$ cat config.mk
export PLATFORM = sky130hd
export DESIGN_NAME = glitch_monitor_framer
export DESIGN_NICKNAME = d
export VERILOG_FILES = /design/src/rtl/glitch_mon_pkg.sv /design/src/rtl/glitch_ch_counter.sv /design/src/rtl/glitch_monitor_framer.sv
export SDC_FILE = /design/constraint.sdc
export NUM_CORES = 1
export LEC_CHECK = 0
export ABC_AREA = 1
export CAP_MARGIN = 20
export CORE_MARGIN = 3
export CORE_UTILIZATION = 55
export DETAILED_ROUTE_END_ITERATION = 10
export PLACE_DENSITY = 0.84
export SYNTH_ARGS = -nofsm -noshare
export SYNTH_HDL_FRONTEND = slang
export SYNTH_SLANG_ARGS = --single-unit
$ cat constraint.sdc
create_clock -name clk -period 9 [get_ports clk]
set_clock_uncertainty 0.1 [all_clocks]
set_input_delay 1.35 -clock clk [delete_from_list [all_inputs] [get_ports clk]]
set_output_delay 1.35 -clock clk [all_outputs]
set_load 0.01 [all_outputs]
$ cat src/rtl/glitch_mon_pkg.sv
// glitch_mon_pkg: shared FSM encoding and frame constants for the glitch monitor framer
package glitch_mon_pkg;
  typedef enum logic [2:0] {IDLE, ARMED, LATCH, SEND, WAIT_ACK, WAIT_IDLE, GAP} state_t;
  localparam logic [7:0] HEADER_BYTE = 8'hA5;
  localparam int CNT_W = 8;
endpackage

$ cat src/rtl/glitch_ch_counter.sv
// glitch_ch_counter: per-channel sticky alarm flag plus saturating hit counter
// Ports: clk, reset (async, active-high), clr (zero flag and count), en (count one hit),
//        flag (sticky, set by any hit), count (hits, saturates at all-ones)
module glitch_ch_counter
  import glitch_mon_pkg::*;
(
  input  logic             clk,
  input  logic             reset,
  input  logic             clr,
  input  logic             en,
  output logic             flag,
  output logic [CNT_W-1:0] count
);
  always_ff @(posedge clk or posedge reset)
    if (reset) begin
      flag  <= 1'b0;
      count <= '0;
    end else if (clr) begin
      flag  <= 1'b0;
      count <= '0;
    end else if (en) begin
      flag  <= 1'b1;
      count <= (&count) ? count : count + 1'b1;
    end
endmodule

$ cat src/rtl/glitch_monitor_framer.sv
// glitch_monitor_framer: counts masked alarms in an armed window, then sends a checksummed frame over a UART
// Ports: clk, reset (async, active-high); alarm_in/ch_mask per channel; arm/disarm/payload_valid window control;
//        payload_in result data (byte 0 = MSB); tx_start/tx_data/tx_busy UART handshake;
//        armed, frame_busy, any_alarm status
module glitch_monitor_framer
  import glitch_mon_pkg::*;
#(
  parameter int NUM_CH        = 4,
  parameter int PAYLOAD_BYTES = 16,
  parameter int GAP_CYCLES    = 20000
) (
  input  logic                       clk,
  input  logic                       reset,
  input  logic [NUM_CH-1:0]          alarm_in,
  input  logic [NUM_CH-1:0]          ch_mask,
  input  logic                       arm,
  input  logic                       disarm,
  input  logic [8*PAYLOAD_BYTES-1:0] payload_in,
  input  logic                       payload_valid,
  output logic                       tx_start,
  output logic [7:0]                 tx_data,
  input  logic                       tx_busy,
  output logic                       armed,
  output logic                       frame_busy,
  output logic                       any_alarm
);
  localparam int FL       = NUM_CH + PAYLOAD_BYTES + 3;
  localparam int IW       = $clog2(FL);
  localparam int PW       = 8 * PAYLOAD_BYTES;
  localparam int SW       = (NUM_CH + PAYLOAD_BYTES + 2) * 8;
  localparam int GW       = GAP_CYCLES > 1 ? $clog2(GAP_CYCLES) : 1;
  localparam int GAP_LAST = GAP_CYCLES > 0 ? GAP_CYCLES - 1 : 0;
  localparam logic [IW-1:0] LAST = IW'(FL - 1);

  state_t                   state, next;
  logic [NUM_CH-1:0]        flags, hit;
  logic [NUM_CH*CNT_W-1:0]  cnt_bytes;
  logic [SW-1:0]            sr;
  logic [7:0]               csum, cur_byte;
  logic [IW-1:0]            idx;
  logic [GW-1:0]            gap_cnt;
  logic [1:0]               ack_cnt;
  logic                     clr;

  assign clr       = (state == IDLE) && arm;
  assign hit       = alarm_in & ch_mask & {NUM_CH{state == ARMED}};
  assign any_alarm = |flags;
  // the byte after idx is the checksum once idx reaches the last data byte
  assign cur_byte  = (idx == LAST - 1'b1) ? csum : sr[SW-1 -: 8];

  for (genvar i = 0; i < NUM_CH; i++) begin : g_ch
    glitch_ch_counter u_cnt (
      .clk   (clk),
      .reset (reset),
      .clr   (clr),
      .en    (hit[i]),
      .flag  (flags[i]),
      .count (cnt_bytes[(NUM_CH-1-i)*CNT_W +: CNT_W])
    );
  end

  always_ff @(posedge clk or posedge reset)
    if (reset) state <= IDLE;
    else       state <= next;

  always_comb begin
    next       = state;
    armed      = state == ARMED;
    frame_busy = !(state == IDLE || state == ARMED);
    tx_start   = state == SEND;
    case (state)
      IDLE:      next = arm ? ARMED : IDLE;
      ARMED:     next = payload_valid ? LATCH : (disarm ? IDLE : ARMED);
      LATCH:     next = SEND;
      SEND:      next = WAIT_ACK;
      WAIT_ACK:  next = (tx_busy || ack_cnt == 2'd3) ? WAIT_IDLE : WAIT_ACK;
      WAIT_IDLE: next = tx_busy ? WAIT_IDLE : (idx == LAST) ? IDLE : (GAP_CYCLES == 0) ? SEND : GAP;
      GAP:       next = (gap_cnt == GW'(GAP_LAST)) ? SEND : GAP;
      default:   next = IDLE;
    endcase
  end

  // Payload lands in the low bits when the window closes; LATCH fills the rest.
  // The header goes straight to tx_data, so the snapshot is loaded already shifted past it.
  always_ff @(posedge clk or posedge reset)
    if (reset) begin
      sr      <= '0;
      csum    <= '0;
      idx     <= '0;
      tx_data <= '0;
      gap_cnt <= '0;
      ack_cnt <= '0;
    end else begin
      gap_cnt <= (state == GAP) ? gap_cnt + 1'b1 : '0;
      ack_cnt <= (state == WAIT_ACK) ? ack_cnt + 1'b1 : '0;
      if (state == ARMED && payload_valid) sr[PW-1:0] <= payload_in;
      if (state == LATCH) begin
        sr      <= {8'(flags), cnt_bytes, sr[PW-1:0], 8'h00};
        tx_data <= HEADER_BYTE;
        csum    <= HEADER_BYTE;
        idx     <= '0;
      end else if (next == SEND) begin
        tx_data <= cur_byte;
        csum    <= csum ^ cur_byte;
        sr      <= sr << 8;
        idx     <= idx + 1'b1;
      end
    end
endmodule

==> impl_metrics.xml <==
<?xml version="1.0" encoding="UTF-8"?>
<metrics>
  <group name="global_routing">
    <metric name="grt_pass1_vias" unit="">10600</metric>
    <metric name="grt_first_pass_wirelength" unit="um">51100</metric>
    <metric name="globalRoute.totalOverflow" unit="">0</metric>
    <metric name="grtUsageTotal" unit="">0.252</metric>
    <metric name="grt_start_max_net_pins" unit="">113</metric>
    <metric name="antenna_found_initial" unit="">1</metric>
  </group>
  <group name="synthesis">
    <metric name="asyncSetResetFlopFracSynth" unit="">1.00</metric>
    <metric name="most_instantiated_library_cell_after_synthesis" unit="">sky130_fd_sc_hd__nand2_1</metric>
    <metric name="synth_top_area_frac" unit="">0.518</metric>
    <metric name="synth.largest_area_cell" unit="">sky130_fd_sc_hd__dfrtp_1</metric>
    <metric name="mappedNetlistArea" unit="mm2">0.0122</metric>
    <metric name="synth.top_cells.by_area" unit="">sky130_fd_sc_hd__dfrtp_1 52%, sky130_fd_sc_hd__nand2_1 18%, sky130_fd_sc_hd__nand3_1 15%</metric>
    <metric name="synth_seq_cells" unit="">253</metric>
    <metric name="syn-mean-instance-area" unit="um2">7.79</metric>
    <metric name="synth.top_cells.by_count" unit="">587 x sky130_fd_sc_hd__nand2_1, 362 x sky130_fd_sc_hd__nand3_1, 253 x sky130_fd_sc_hd__dfrtp_1</metric>
    <metric name="postSynthCellCount" unit="">1569</metric>
    <metric name="synth_seq_area_share" unit="">0.518</metric>
    <metric name="mappedNetlistNets" unit="">1720</metric>
    <metric name="synth.distinct_cells" unit="">31</metric>
    <metric name="synth_enable_flop_cells" unit="">0</metric>
    <metric name="synth_warnings" unit="">0</metric>
    <metric name="postSynth.topFlopCell" unit="">sky130_fd_sc_hd__dfrtp_1</metric>
  </group>
  <group name="min_path">
    <metric name="min-delay-start" unit="">ack_cnt[0]</metric>
    <metric name="worst_hold_path_type" unit="">flop to flop</metric>
  </group>
  <group name="pwr">
    <metric name="ir_worst_vdd" unit="uV">384</metric>
    <metric name="power_per_cell_area" unit="mW/mm2">319</metric>
    <metric name="pwr-share-seq" unit="">0.391</metric>
    <metric name="p_switching" unit="uW">1920</metric>
    <metric name="part_of_the_power_in_combinational_logic" unit="">0.373</metric>
    <metric name="power_switching_share" unit="">0.411</metric>
    <metric name="total_leakage_power" unit="uW">0.00710</metric>
    <metric name="power_frac_clock" unit="">0.236</metric>
    <metric name="internal_power" unit="uW">2750</metric>
  </group>
  <group name="worst_setup_path">
    <metric name="timing.critical_path.fanout_max" unit="">94</metric>
    <metric name="endpoint_kind" unit="">flop</metric>
    <metric name="criticalPathCategory" unit="">primary input to flop</metric>
    <metric name="r2r-start" unit="">state[1]</metric>
    <metric name="arrival" unit="ns">4.48</metric>
    <metric name="critPathLaunchType" unit="">primary input</metric>
    <metric name="cp.required" unit="ns">9.37</metric>
    <metric name="r2r_setup_slack" unit="ns">5.39</metric>
    <metric name="cp-startpoint" unit="">arm</metric>
  </group>
  <group name="clocking">
    <metric name="cts_num_sinks" unit="">253</metric>
    <metric name="clk_pin_slew_worst_paths" unit="ns">0.06</metric>
    <metric name="tritoncts" unit="">yes</metric>
    <metric name="post_cts_resize_count" unit="">0</metric>
    <metric name="number_of_hold_buffers_added_after_cts" unit="">0</metric>
    <metric name="cts-buffers-inserted" unit="">27</metric>
    <metric name="clock_insertion_delay_worst_skew" unit="ns">0.54</metric>
    <metric name="cts-root-buf" unit="">sky130_fd_sc_hd__clkbuf_16</metric>
    <metric name="post-cts-setup-buffer-count" unit="">0</metric>
    <metric name="clock_tree.buffer_depth" unit="">3</metric>
    <metric name="htree_levels" unit="">1</metric>
  </group>
  <group name="timing">
    <metric name="layout_worst_path_cycle_share" unit="">0.457</metric>
    <metric name="grt_setup_unrepaired" unit="">no</metric>
    <metric name="worst-slew-pin-transition" unit="ns">1.06</metric>
    <metric name="timing.max_slew.rel_slack" unit="">0.294</metric>
    <metric name="max_freq" unit="MHz">243</metric>
    <metric name="timing_max_transition_violations_final" unit="">0</metric>
    <metric name="min_period" unit="ns">4.11</metric>
    <metric name="final_hold_viol_count" unit="">0</metric>
    <metric name="finalSetupViolations" unit="">0</metric>
    <metric name="fin_tns_setup" unit="ns">0</metric>
  </group>
  <group name="floorplanning">
    <metric name="start_util" unit="">0.571</metric>
    <metric name="die_h" unit="um">155</metric>
    <metric name="chipWidth" unit="um">155</metric>
    <metric name="die-area" unit="mm2">0.0241</metric>
    <metric name="floorplan.core_area" unit="mm2">0.0214</metric>
    <metric name="design.portCount" unit="">154</metric>
    <metric name="rows" unit="">53</metric>
  </group>
  <group name="run">
    <metric name="max_cap_violations" unit="">0</metric>
  </group>
  <group name="detailed_routing">
    <metric name="dr_vias" unit="">11100</metric>
    <metric name="viasPerCell" unit="">5.66</metric>
    <metric name="initialDrtViolationCount" unit="">1113</metric>
    <metric name="drc" unit="">0</metric>
    <metric name="ant_nets" unit="">0</metric>
    <metric name="drt-pass1-iter-count" unit="">5</metric>
    <metric name="route.final.wire_length" unit="um">30500</metric>
    <metric name="detail_route.wl_per_cell" unit="um">15.6</metric>
  </group>
  <group name="placement">
    <metric name="port_buffers" unit="">153</metric>
    <metric name="place.gp.congestion" unit="">0.855</metric>
    <metric name="place_area" unit="mm2">0.0138</metric>
    <metric name="post-place-cells" unit="">1912</metric>
    <metric name="detailedPlacementHpwl" unit="um">19500</metric>
  </group>
  <group name="layout">
    <metric name="drive_gt1_frac" unit="">0.0428</metric>
    <metric name="design.final.nets" unit="">1817</metric>
    <metric name="summed_area_of_non_filler_cells_in_the_final_layout" unit="mm2">0.0147</metric>
    <metric name="finish.cell_count_without_fillers" unit="">1960</metric>
    <metric name="postLayoutCoreUtil" unit="">0.684</metric>
    <metric name="n_fill_cell" unit="">1694</metric>
    <metric name="layout-area-overhead-vs-synth" unit="%">19.8</metric>
  </group>
  <group name="run_status">
    <metric name="run_status" unit="">finished clean</metric>
  </group>
</metrics>
==> state kept, by name, summed over array words and instances, names as in the netlist <==
signal            cells
sr                  176
g_ch.u_cnt.count     32
gap_cnt              15
csum                  8
tx_data               8
idx                   5
g_ch.u_cnt.flag       4
state                 3
ack_cnt               2
==> worst paths after layout <==
kind,endpoint,cells after the start
max in group asynchronous,sr[140],3
setup reg to reg,sr[161],11
hold / removal,ack_cnt[0],1
min in group asynchronous,gap_cnt[6],2
setup / recovery,sr[161],9
hold reg to reg,ack_cnt[0],1
==> power by group through the flow <==
| stage | Clock (uW) | Combinational (uW) | Sequential, uW |
|---|---|---|---|
| 2_1_floorplan | 0 | 1400 | 1760 |
| 6_report | 1100 | 1740 | 1830 |
| 3_5_place_dp | 0 | 1740 | 1830 |
| 3_3_place_gp | 0 | 1670 | 1820 |
| 4_1_cts | 1110 | 1750 | 1820 |
| 5_1_grt | 1160 | 1980 | 1870 |
==> layout by cell type, fill, tap and decap left out, drive strengths merged, types with 2 or more instances in the layout <==
cell type	instances
xor2	15
a21boi	3
dfrtp	253
nor3	10
clkinvlp	3
nand3b	5
o211ai	4
or2	5
nor2	59
buf	9
nand2	590
clkinv	8
clkdlybuf4s50	153
a21oi	20
bufinv	2
clkbuf	34
inv	66
o21ai	52
nand4	16
nand3	364
ha	9
==> kinds of logic (layout without fill, tap and decap cells) <==
kind of cell / after synthesis / after routing / synth area share
other cells: 0 / 1 / 0
flops: 253 / 253 / 0.518
buf+inv: 160 / 275 / 0.0579
simple gates: 1051 / 1051 / 0.369
fa+ha+maj: 9 / 9 / 0.00921
compound gates: 81 / 81 / 0.0350
xor+xnor: 15 / 15 / 0.0107
==> routing by layer <==
metal / vias to the layer above / GRT usage / share of wire
met5: - / 0 / 0
met4: 0 / 0.0757 / 0.029
met3: 69 / 0.0342 / 0.065
met2: 422 / 0.421 / 0.50
met1: 5302 / 0.347 / 0.41
li1: 5302 / - / -
==> per-stage QoR <==
stage               setup WS (ns)  power, uW  hold slack (ns)
floorplan                   0.593       3160            0.310
global placement             4.44       3480            0.320
detailed placement           4.40       3560            0.329
CTS                          4.94       4680            0.341
global route                 4.62       5020            0.364
finish                       4.89       4670            0.340
==> critical path, cell delays in order <==
cell                              delay [ns]
sky130_fd_sc_hd__clkdlybuf4s50_1        0.43
sky130_fd_sc_hd__nand3_2                0.45
sky130_fd_sc_hd__nand3_1                0.14
sky130_fd_sc_hd__nor2_1                 0.34
sky130_fd_sc_hd__nand2_8                0.42
sky130_fd_sc_hd__nand2_2                0.55
sky130_fd_sc_hd__buf_4                  0.51
sky130_fd_sc_hd__nand2_1                0.11
sky130_fd_sc_hd__nand2_1                0.10
==> area by class of cell <==
type	instances	area (um2)	share of cell area
diodes	1	2.50	0.000171
flip-flops and latches	253	6330	0.432
clock inverters	13	141	0.00965
inverters	66	255	0.0174
multi-input cells	1156	5240	0.357
clock buffers	34	742	0.0506
well taps	275	344	0.0235
repair buffers	162	1600	0.109
No activity file was read; power rests on OpenSTA's default activity.
